### config.mk
export PLATFORM = sky130hd
export DESIGN_NAME = flp_add_sched_flat
export DESIGN_NICKNAME = d
export VERILOG_FILES = /design/src/rtl/flp_add_sched_pkg.sv /design/src/rtl/flp_add_sched_if.sv /design/src/rtl/flp_sched_arb.sv /design/src/rtl/flp_add_sched.sv /design/src/flat_wrapper.sv
export SDC_FILE = /design/constraint.sdc
export NUM_CORES = 1
export LEC_CHECK = 0
export ABC_AREA = 1
export CAP_MARGIN = 20
export CORE_AREA = 2 2 157 159
export DETAILED_ROUTE_END_ITERATION = 10
export DIE_AREA = 0 0 159 161
export DONT_BUFFER_PORTS = 1
export PLACE_DENSITY = 0.41
export SYNTH_ARGS = -nofsm -noshare
export SYNTH_HDL_FRONTEND = slang
export SYNTH_SLANG_ARGS = --single-unit
### constraint.sdc
create_clock -name clk -period 7.9 [get_ports clk]
set_input_delay 2.37 -clock clk [delete_from_list [all_inputs] [get_ports clk]]
set_output_delay 2.37 -clock clk [all_outputs]
set_load 0.01 [all_outputs]
### src/rtl/flp_add_sched_pkg.sv
// flp_add_sched_pkg: shared width helpers for the FP adder scheduler
package flp_add_sched_pkg;
  localparam int FLP_NREQ_MAX = 16;
  function automatic int flp_fwidth(int ewidth, int swidth);
    return 1 + ewidth + swidth;
  endfunction
  function automatic int flp_idw(int nreq);
    return nreq > 1 ? $clog2(nreq) : 1;
  endfunction
endpackage

### src/rtl/flp_add_sched_if.sv
// flp_add_sched_if: requester, adder and response signals of the scheduler
interface flp_add_sched_if #(
  parameter int NREQ   = 4,
  parameter int FWIDTH = 32,
  parameter int IDW    = 2
);
  logic [NREQ-1:0]        i_req_valid;
  logic [NREQ*FWIDTH-1:0] i_req_a;
  logic [NREQ*FWIDTH-1:0] i_req_b;
  logic [NREQ-1:0]        o_req_ready;
  logic [FWIDTH-1:0]      o_add_a;
  logic [FWIDTH-1:0]      o_add_b;
  logic                   o_add_valid;
  logic [FWIDTH-1:0]      i_add_p;
  logic [NREQ-1:0]        o_rsp_valid;
  logic [FWIDTH-1:0]      o_rsp_p;
  logic [IDW-1:0]         o_rsp_id;
  logic                   o_idle;
  modport slave (
    input  i_req_valid, i_req_a, i_req_b, i_add_p,
    output o_req_ready, o_add_a, o_add_b, o_add_valid, o_rsp_valid, o_rsp_p, o_rsp_id, o_idle
  );
  modport master (
    output i_req_valid, i_req_a, i_req_b, i_add_p,
    input  o_req_ready, o_add_a, o_add_b, o_add_valid, o_rsp_valid, o_rsp_p, o_rsp_id, o_idle
  );
endinterface

### src/rtl/flp_sched_arb.sv
// flp_sched_arb: one-hot grant arbiter; round-robin when FLP_ADD_SCHED_RR_EN is defined,
// lowest-index fixed priority otherwise
module flp_sched_arb import flp_add_sched_pkg::*; #(
  parameter int NREQ = 4,
  parameter int IDW  = flp_idw(NREQ)
) (
  input  logic            clk,
  input  logic            rst,
  input  logic [NREQ-1:0] req_i,
  input  logic            acc_i,
  output logic [NREQ-1:0] gnt_o,
  output logic [IDW-1:0]  gnt_id_o
);
  int base;
  logic found;
  logic [IDW-1:0] idx;
`ifdef FLP_ADD_SCHED_RR_EN
  logic [IDW-1:0] ptr_q, ptr_d;
  assign ptr_d = acc_i ? gnt_id_o : ptr_q;
  always_ff @(posedge clk) ptr_q <= rst ? '0 : ptr_d;
  assign base = int'(ptr_q) + 1;
`else
  logic unused_ok;
  assign unused_ok = ^{clk, acc_i};
  assign base = 0;
`endif
  // search wraps modulo NREQ starting at base; nothing is granted while in reset
  always_comb begin
    gnt_o = '0;
    gnt_id_o = '0;
    found = 1'b0;
    idx = '0;
    for (int i = 0; i < NREQ; i++) begin
      idx = IDW'((base + i) % NREQ);
      if (!found && !rst && req_i[idx]) begin
        found = 1'b1;
        gnt_o[idx] = 1'b1;
        gnt_id_o = idx;
      end
    end
  end
endmodule

### src/rtl/flp_add_sched.sv
// flp_add_sched: shares one fixed-latency FP adder among NREQ requesters and routes sums back;
// FLP_ADD_SCHED_RR_EN selects round-robin arbitration in flp_sched_arb
module flp_add_sched import flp_add_sched_pkg::*; #(
  parameter int NREQ    = 4,
  parameter int EWIDTH  = 8,
  parameter int SWIDTH  = 23,
  parameter int LATENCY = 3,
  parameter int IDW     = flp_idw(NREQ)
) (
  input logic clk,
  input logic rst,
  flp_add_sched_if.slave bus
);
  localparam int FWIDTH = flp_fwidth(EWIDTH, SWIDTH);
  localparam int CW = $clog2(LATENCY + 2);
  logic [NREQ-1:0] gnt;
  logic [IDW-1:0] gid;
  logic acc;
  logic av_q;
  logic [FWIDTH-1:0] a_q, b_q;
  logic [IDW-1:0] id_q;
  logic tv;
  logic [IDW-1:0] tid;
  logic [CW-1:0] cnt_q, cnt_d;
  assign acc = |(bus.i_req_valid & gnt);
  flp_sched_arb #(.NREQ(NREQ), .IDW(IDW)) u_arb (
    .clk(clk),
    .rst(rst),
    .req_i(bus.i_req_valid),
    .acc_i(acc),
    .gnt_o(gnt),
    .gnt_id_o(gid)
  );
  always_ff @(posedge clk) begin
    if (rst) begin
      av_q <= 1'b0;
      a_q <= '0;
      b_q <= '0;
      id_q <= '0;
    end else begin
      av_q <= acc;
      if (acc) begin
        a_q <= bus.i_req_a[gid*FWIDTH +: FWIDTH];
        b_q <= bus.i_req_b[gid*FWIDTH +: FWIDTH];
        id_q <= gid;
      end
    end
  end
  // tag IDs only advance behind a valid, so the pipe output holds the last responder's ID
  if (LATENCY == 0) begin : g_comb
    assign tv = av_q;
    assign tid = id_q;
  end else begin : g_pipe
    logic [LATENCY-1:0] v_q;
    logic [IDW-1:0] t_q [LATENCY];
    always_ff @(posedge clk) begin
      if (rst) begin
        v_q <= '0;
        for (int i = 0; i < LATENCY; i++) t_q[i] <= '0;
      end else begin
        v_q[0] <= av_q;
        if (av_q) t_q[0] <= id_q;
        for (int i = 1; i < LATENCY; i++) begin
          v_q[i] <= v_q[i-1];
          if (v_q[i-1]) t_q[i] <= t_q[i-1];
        end
      end
    end
    assign tv = v_q[LATENCY-1];
    assign tid = t_q[LATENCY-1];
  end
  assign cnt_d = cnt_q + CW'(acc) - CW'(tv);
  always_ff @(posedge clk) cnt_q <= rst ? '0 : cnt_d;
  assign bus.o_req_ready = gnt;
  assign bus.o_add_valid = av_q;
  assign bus.o_add_a = a_q;
  assign bus.o_add_b = b_q;
  assign bus.o_rsp_valid = {{(NREQ-1){1'b0}}, tv} << tid;
  assign bus.o_rsp_p = bus.i_add_p;
  assign bus.o_rsp_id = tid;
  assign bus.o_idle = cnt_q == '0;
endmodule

### src/flat_wrapper.sv
// flat-port wrapper written by rule: the top's interface ports become plain ports
module flp_add_sched_flat import flp_add_sched_pkg::*;
#(
  parameter int NREQ    = 4,
  parameter int EWIDTH  = 8,
  parameter int SWIDTH  = 23,
  parameter int LATENCY = 3,
  parameter int IDW     = flp_idw(NREQ)
)
  (clk, rst, bus_i_req_valid, bus_i_req_a, bus_i_req_b, bus_i_add_p, bus_o_req_ready, bus_o_add_a, bus_o_add_b, bus_o_add_valid, bus_o_rsp_valid, bus_o_rsp_p, bus_o_rsp_id, bus_o_idle);
  flp_add_sched_if #(.NREQ(NREQ), .FWIDTH((32)), .IDW(IDW)) bus_i ();
  input logic clk;
  input logic rst;
  input wire logic [$bits(bus_i.i_req_valid)-1:0] bus_i_req_valid;
  input wire logic [$bits(bus_i.i_req_a)-1:0] bus_i_req_a;
  input wire logic [$bits(bus_i.i_req_b)-1:0] bus_i_req_b;
  input wire logic [$bits(bus_i.i_add_p)-1:0] bus_i_add_p;
  output wire logic [$bits(bus_i.o_req_ready)-1:0] bus_o_req_ready;
  output wire logic [$bits(bus_i.o_add_a)-1:0] bus_o_add_a;
  output wire logic [$bits(bus_i.o_add_b)-1:0] bus_o_add_b;
  output wire logic [$bits(bus_i.o_add_valid)-1:0] bus_o_add_valid;
  output wire logic [$bits(bus_i.o_rsp_valid)-1:0] bus_o_rsp_valid;
  output wire logic [$bits(bus_i.o_rsp_p)-1:0] bus_o_rsp_p;
  output wire logic [$bits(bus_i.o_rsp_id)-1:0] bus_o_rsp_id;
  output wire logic [$bits(bus_i.o_idle)-1:0] bus_o_idle;
  assign bus_i.i_req_valid = bus_i_req_valid;
  assign bus_i.i_req_a = bus_i_req_a;
  assign bus_i.i_req_b = bus_i_req_b;
  assign bus_i.i_add_p = bus_i_add_p;
  assign bus_o_req_ready = bus_i.o_req_ready;
  assign bus_o_add_a = bus_i.o_add_a;
  assign bus_o_add_b = bus_i.o_add_b;
  assign bus_o_add_valid = bus_i.o_add_valid;
  assign bus_o_rsp_valid = bus_i.o_rsp_valid;
  assign bus_o_rsp_p = bus_i.o_rsp_p;
  assign bus_o_rsp_id = bus_i.o_rsp_id;
  assign bus_o_idle = bus_i.o_idle;
  flp_add_sched #(.NREQ(NREQ), .EWIDTH(EWIDTH), .SWIDTH(SWIDTH), .LATENCY(LATENCY), .IDW(IDW)) u_core (.clk(clk), .rst(rst), .bus(bus_i));
endmodule
==> results.md <==
- Result of the run: complete, no violations
- Number of pins exceeding their max-slew limit in the final report: 0
- Async S/R FF share, synth: 0
- Worst r2r src: u_core.g_pipe.v_q[2]$_SDFF_PP0_
- Starting DRC count in detailed routing: about 280
- Number of synthesized register bits: between 70 and 80
- Longest Clk Path Bufs: 2
- Total wire length: slightly above 20,000 um
- Total number of nets in the final design: approximately 1.3k
- Most prevalent standard cell on the critical path: sky130_fd_sc_hd__inv_2
- Detailed Place HPWL: approximately 15,000 um
- Cell types with the largest area share after synthesis: sky130_fd_sc_hd__dfxtp_1, sky130_fd_sc_hd__nand2_1, sky130_fd_sc_hd__nand3_1, sky130_fd_sc_hd__inv_1, sky130_fd_sc_hd__nor2_1
- Overall die height: around 160 um
- Largest net degree at the start of global routing: approximately 100
- VDD IR max: between 0.07 and 0.08 mV
- Detailed-routing iteration count for the pre-antenna-repair pass: 4
- Post-CTS sizing: 0
- Fraction of the core area covered by cells at the end of the flow: 0.2565
- CORE AREA: about 24,000 um2
- Share of the synthesized area in the top cell type: 0.2425
- Highest net fanout along the worst path: 46
- Final setup fails: 0
- DRC violation count after routing: 0
- Min Tclk post-route: between 5 and 6 ns
- Ys flop type: sky130_fd_sc_hd__dfxtp_1
- Path class of the lowest-slack min-delay path: flip-flop to flip-flop
- RR Endpoint: u_core.cnt_q[2]$_SDFF_PP0_
- Total power draw: between 1 and 1.5 mW
- Required @ worst endpoint: about 5.5 ns
- H-tree depth: 3
- Wire length of the first global-routing pass: between 30,000 and 40,000 um
- Clock net sink count: 79
- Delay contributed by the slowest stage of the critical path: between 0.4 and 0.5 ns
- Clock-pin slew reported for the worst setup and hold paths after clock tree synthesis: ~0.07 ns
- Number of cells on the worst reg-to-reg path: 8
- Port-buffer cells: 0
- Cells along the critical path: inv_2 -> nand3_4 -> inv_2
- Avg Cell Area, Syn: about 5.6 um2
- Synthesized netlist cell count: between 1k and 1.5k
- Via count: between 5k and 6k
- Slew headroom: 0.3012
- Leakage power: 3.525 nW
- Arrival time at the worst endpoint: around 3.1 ns
- Sequential area share after synthesis: 0.2724
- Clock tree from TritonCTS: done
- Post-synthesis cell area: approximately 6000 um2
- Mean routed wirelength per cell: roughly 15 um
- Fmax: approximately 0.18 GHz
- # IOs: approximately 400
- Max Cap Viol: 0
- Slew at the pin with the worst max-slew slack: between 1 and 1.5 ns
- End of the worst hold path: u_core.g_pipe.v_q[1]$_SDFF_PP0_
- Cell variety after synth: 25
- Placement row count: 57
- Initial antenna violation count: 1
- Buffers inserted by post-CTS timing repair: 0
- Most frequent cell after synthesis: sky130_fd_sc_hd__nand2_1
- Vias in the first global route: 5,573
- Crit path launch type: primary input
- Yosys top cell by area: sky130_fd_sc_hd__dfxtp_1
- Kind of end point of the critical path: output pin
- Post-synth EDFFs: 6
- Worst hold path stage count: 2
- Placer congestion estimate: roughly 0.8
- CTS Buf Count: 9
- Share of cells above drive strength 1: 0.03417
- Critical hold path startpoint: u_core.g_pipe.v_q[0]$_SDFF_PP0_
- Remaining number of nets flagged by the antenna check after routing: 0
- Total negative slack for setup checks: 0 ns
- Min Hold Slack: approximately 0.45 ns
- R2R setup slack: ~6.2 ns
- Top post-synthesis cells by count: sky130_fd_sc_hd__nand2_1, sky130_fd_sc_hd__nand3_1, sky130_fd_sc_hd__inv_1
- Power density normalized to cell area: 185.8 nW/um2
- Post-CTS Hold Buffers: 0
- Initial core utilization: 0.2515
- Clk_skew: roughly 0.0025 ns
- Total count of hold-check failures in the final report: 0
- Start point of the critical path: rst
- X dimension of the die: roughly 160 um
- Total grt overflow: 0
- Slowest cell on the critical path: sky130_fd_sc_hd__inv_2
- Clock root buffer master: sky130_fd_sc_hd__clkbuf_16
- Final period util: 0.6970
- Layout Area Growth over Synthesis: 1.993%
- Gr usage total: 0.1512
- Placed Instances: between 1k and 1.5k
- Final Instance Count excl. Fillers: 1,320
- Vias per inst: between 4 and 5
- Kind of critical path: primary input to output pin
- Yosys warning count: 0
- Total nets after synthesis: around 1.4k
- RSZ-0062 raised after global routing: no
- Worst skew pair latency: 0.34 ns
- Die area: 25,600 um2
[worst max-delay path by stage]
stage / to / slack [ns] / cells past startpoint
2_1_floorplan: bus_o_req_ready[3] / 2.19 / 6
3_3_place_gp: bus_o_req_ready[1] / 2.42 / 3
3_5_place_dp: u_core.bus.o_add_a[15]$_SDFFE_PP0P_ / 2.39 / 10
4_1_cts: bus_o_req_ready[1] / 2.39 / 3
5_1_grt: bus_o_req_ready[1] / 2.32 / 3
6_report: bus_o_req_ready[1] / 2.39 / 3
[critical path: cells and delay by family]
kind                   cells  cell delay [ns]
buffers and inverters      2             0.58
and+or+nand+nor            1             0.12
[per-stage QoR]
step | instance area, um2 | worst slack [ns]
2_1_floorplan | 6026 | 2.193
6_report | 6146 | 2.394
5_1_grt | 6146 | 2.321
3_3_place_gp | 5863 | 2.424
3_5_place_dp | 5863 | 2.393
4_1_cts | 6143 | 2.394
[cells in the final DEF, fill, tap and decap left out]
| master | instances |
|---|---|
| sky130_fd_sc_hd__nand2_1 | 303 |
| sky130_fd_sc_hd__a21oi_1 | 27 |
| sky130_fd_sc_hd__inv_8 | 1 |
| sky130_fd_sc_hd__dfxtp_1 | 73 |
| sky130_fd_sc_hd__o21ai_0 | 1 |
| sky130_fd_sc_hd__nor2_2 | 1 |
| sky130_fd_sc_hd__clkbuf_16 | 9 |
| sky130_fd_sc_hd__buf_4 | 5 |
| sky130_fd_sc_hd__clkinv_4 | 1 |
| sky130_fd_sc_hd__clkinv_2 | 2 |
| sky130_fd_sc_hd__nand2_4 | 2 |
| sky130_fd_sc_hd__nor2_8 | 1 |
| sky130_fd_sc_hd__nor2_1 | 114 |
| sky130_fd_sc_hd__nand3_1 | 216 |
| sky130_fd_sc_hd__ha_1 | 2 |
| sky130_fd_sc_hd__diode_2 | 1 |
| sky130_fd_sc_hd__fa_1 | 1 |
| sky130_fd_sc_hd__nor3_4 | 1 |
| sky130_fd_sc_hd__nand3_2 | 1 |
| sky130_fd_sc_hd__inv_2 | 6 |
| sky130_fd_sc_hd__clkinvlp_4 | 1 |
| sky130_fd_sc_hd__inv_1 | 210 |
| sky130_fd_sc_hd__edfxtp_1 | 6 |
| sky130_fd_sc_hd__nand3_4 | 1 |
| sky130_fd_sc_hd__xor2_1 | 1 |
| sky130_fd_sc_hd__o21ai_1 | 1 |
| sky130_fd_sc_hd__nor3_1 | 6 |
| sky130_fd_sc_hd__inv_6 | 2 |
[power by group]
part / switching (mW) / leakage, nW / internal (mW) / total (mW)
sequential: 0.0582 / 0.673 / 0.452 / 0.510
combinational: 0.144 / 2.71 / 0.0803 / 0.224
clock: 0.191 / 0.138 / 0.217 / 0.408
total: 0.393 / 3.52 / 0.749 / 1.14
[layout make-up]
cell class	count	area [um2]
fillers	2823	17820
multi-input cells	679	2968
flip-flops and latches	79	1642
inverters	216	810.8
well taps	324	405.4
clock buffers	9	225.2
clock inverters	7	55.05
repair buffers	5	37.54
diodes	1	2.502
[sequential cells by signal (all words and copies together) (netlist names)]
name	flops
u_core.g_pipe.t_q	6
u_core.bus.o_add_a	32
u_core.bus.o_add_valid	1
u_core.cnt_q	3
u_core.g_pipe.v_q	3
u_core.id_q	2
u_core.bus.o_add_b	32
[logic make-up (layout without fill, tap and decap cells)]
logic type,count (synthesis),after routing,share of synthesized area
simple gates,646,646,0.4574
buf+inv,316,237,0.2371
flops,79,79,0.2724
compound gates,29,29,0.02408
fa+ha+maj,3,3,0.007475
xor+xnor,1,1,0.001454
other cells,0,1,0
[routing by layer]
metal | global-route usage | up-vias | wire [um]
met5 | 0 | - | 0
met4 | 0.05289 | 0 | 486
met3 | 0.05008 | 34 | 1677
met2 | 0.2595 | 248 | 9564
met1 | 0.1771 | 2571 | 8378
li1 | - | 3020 | -
(Power assumes the default switching activity.)
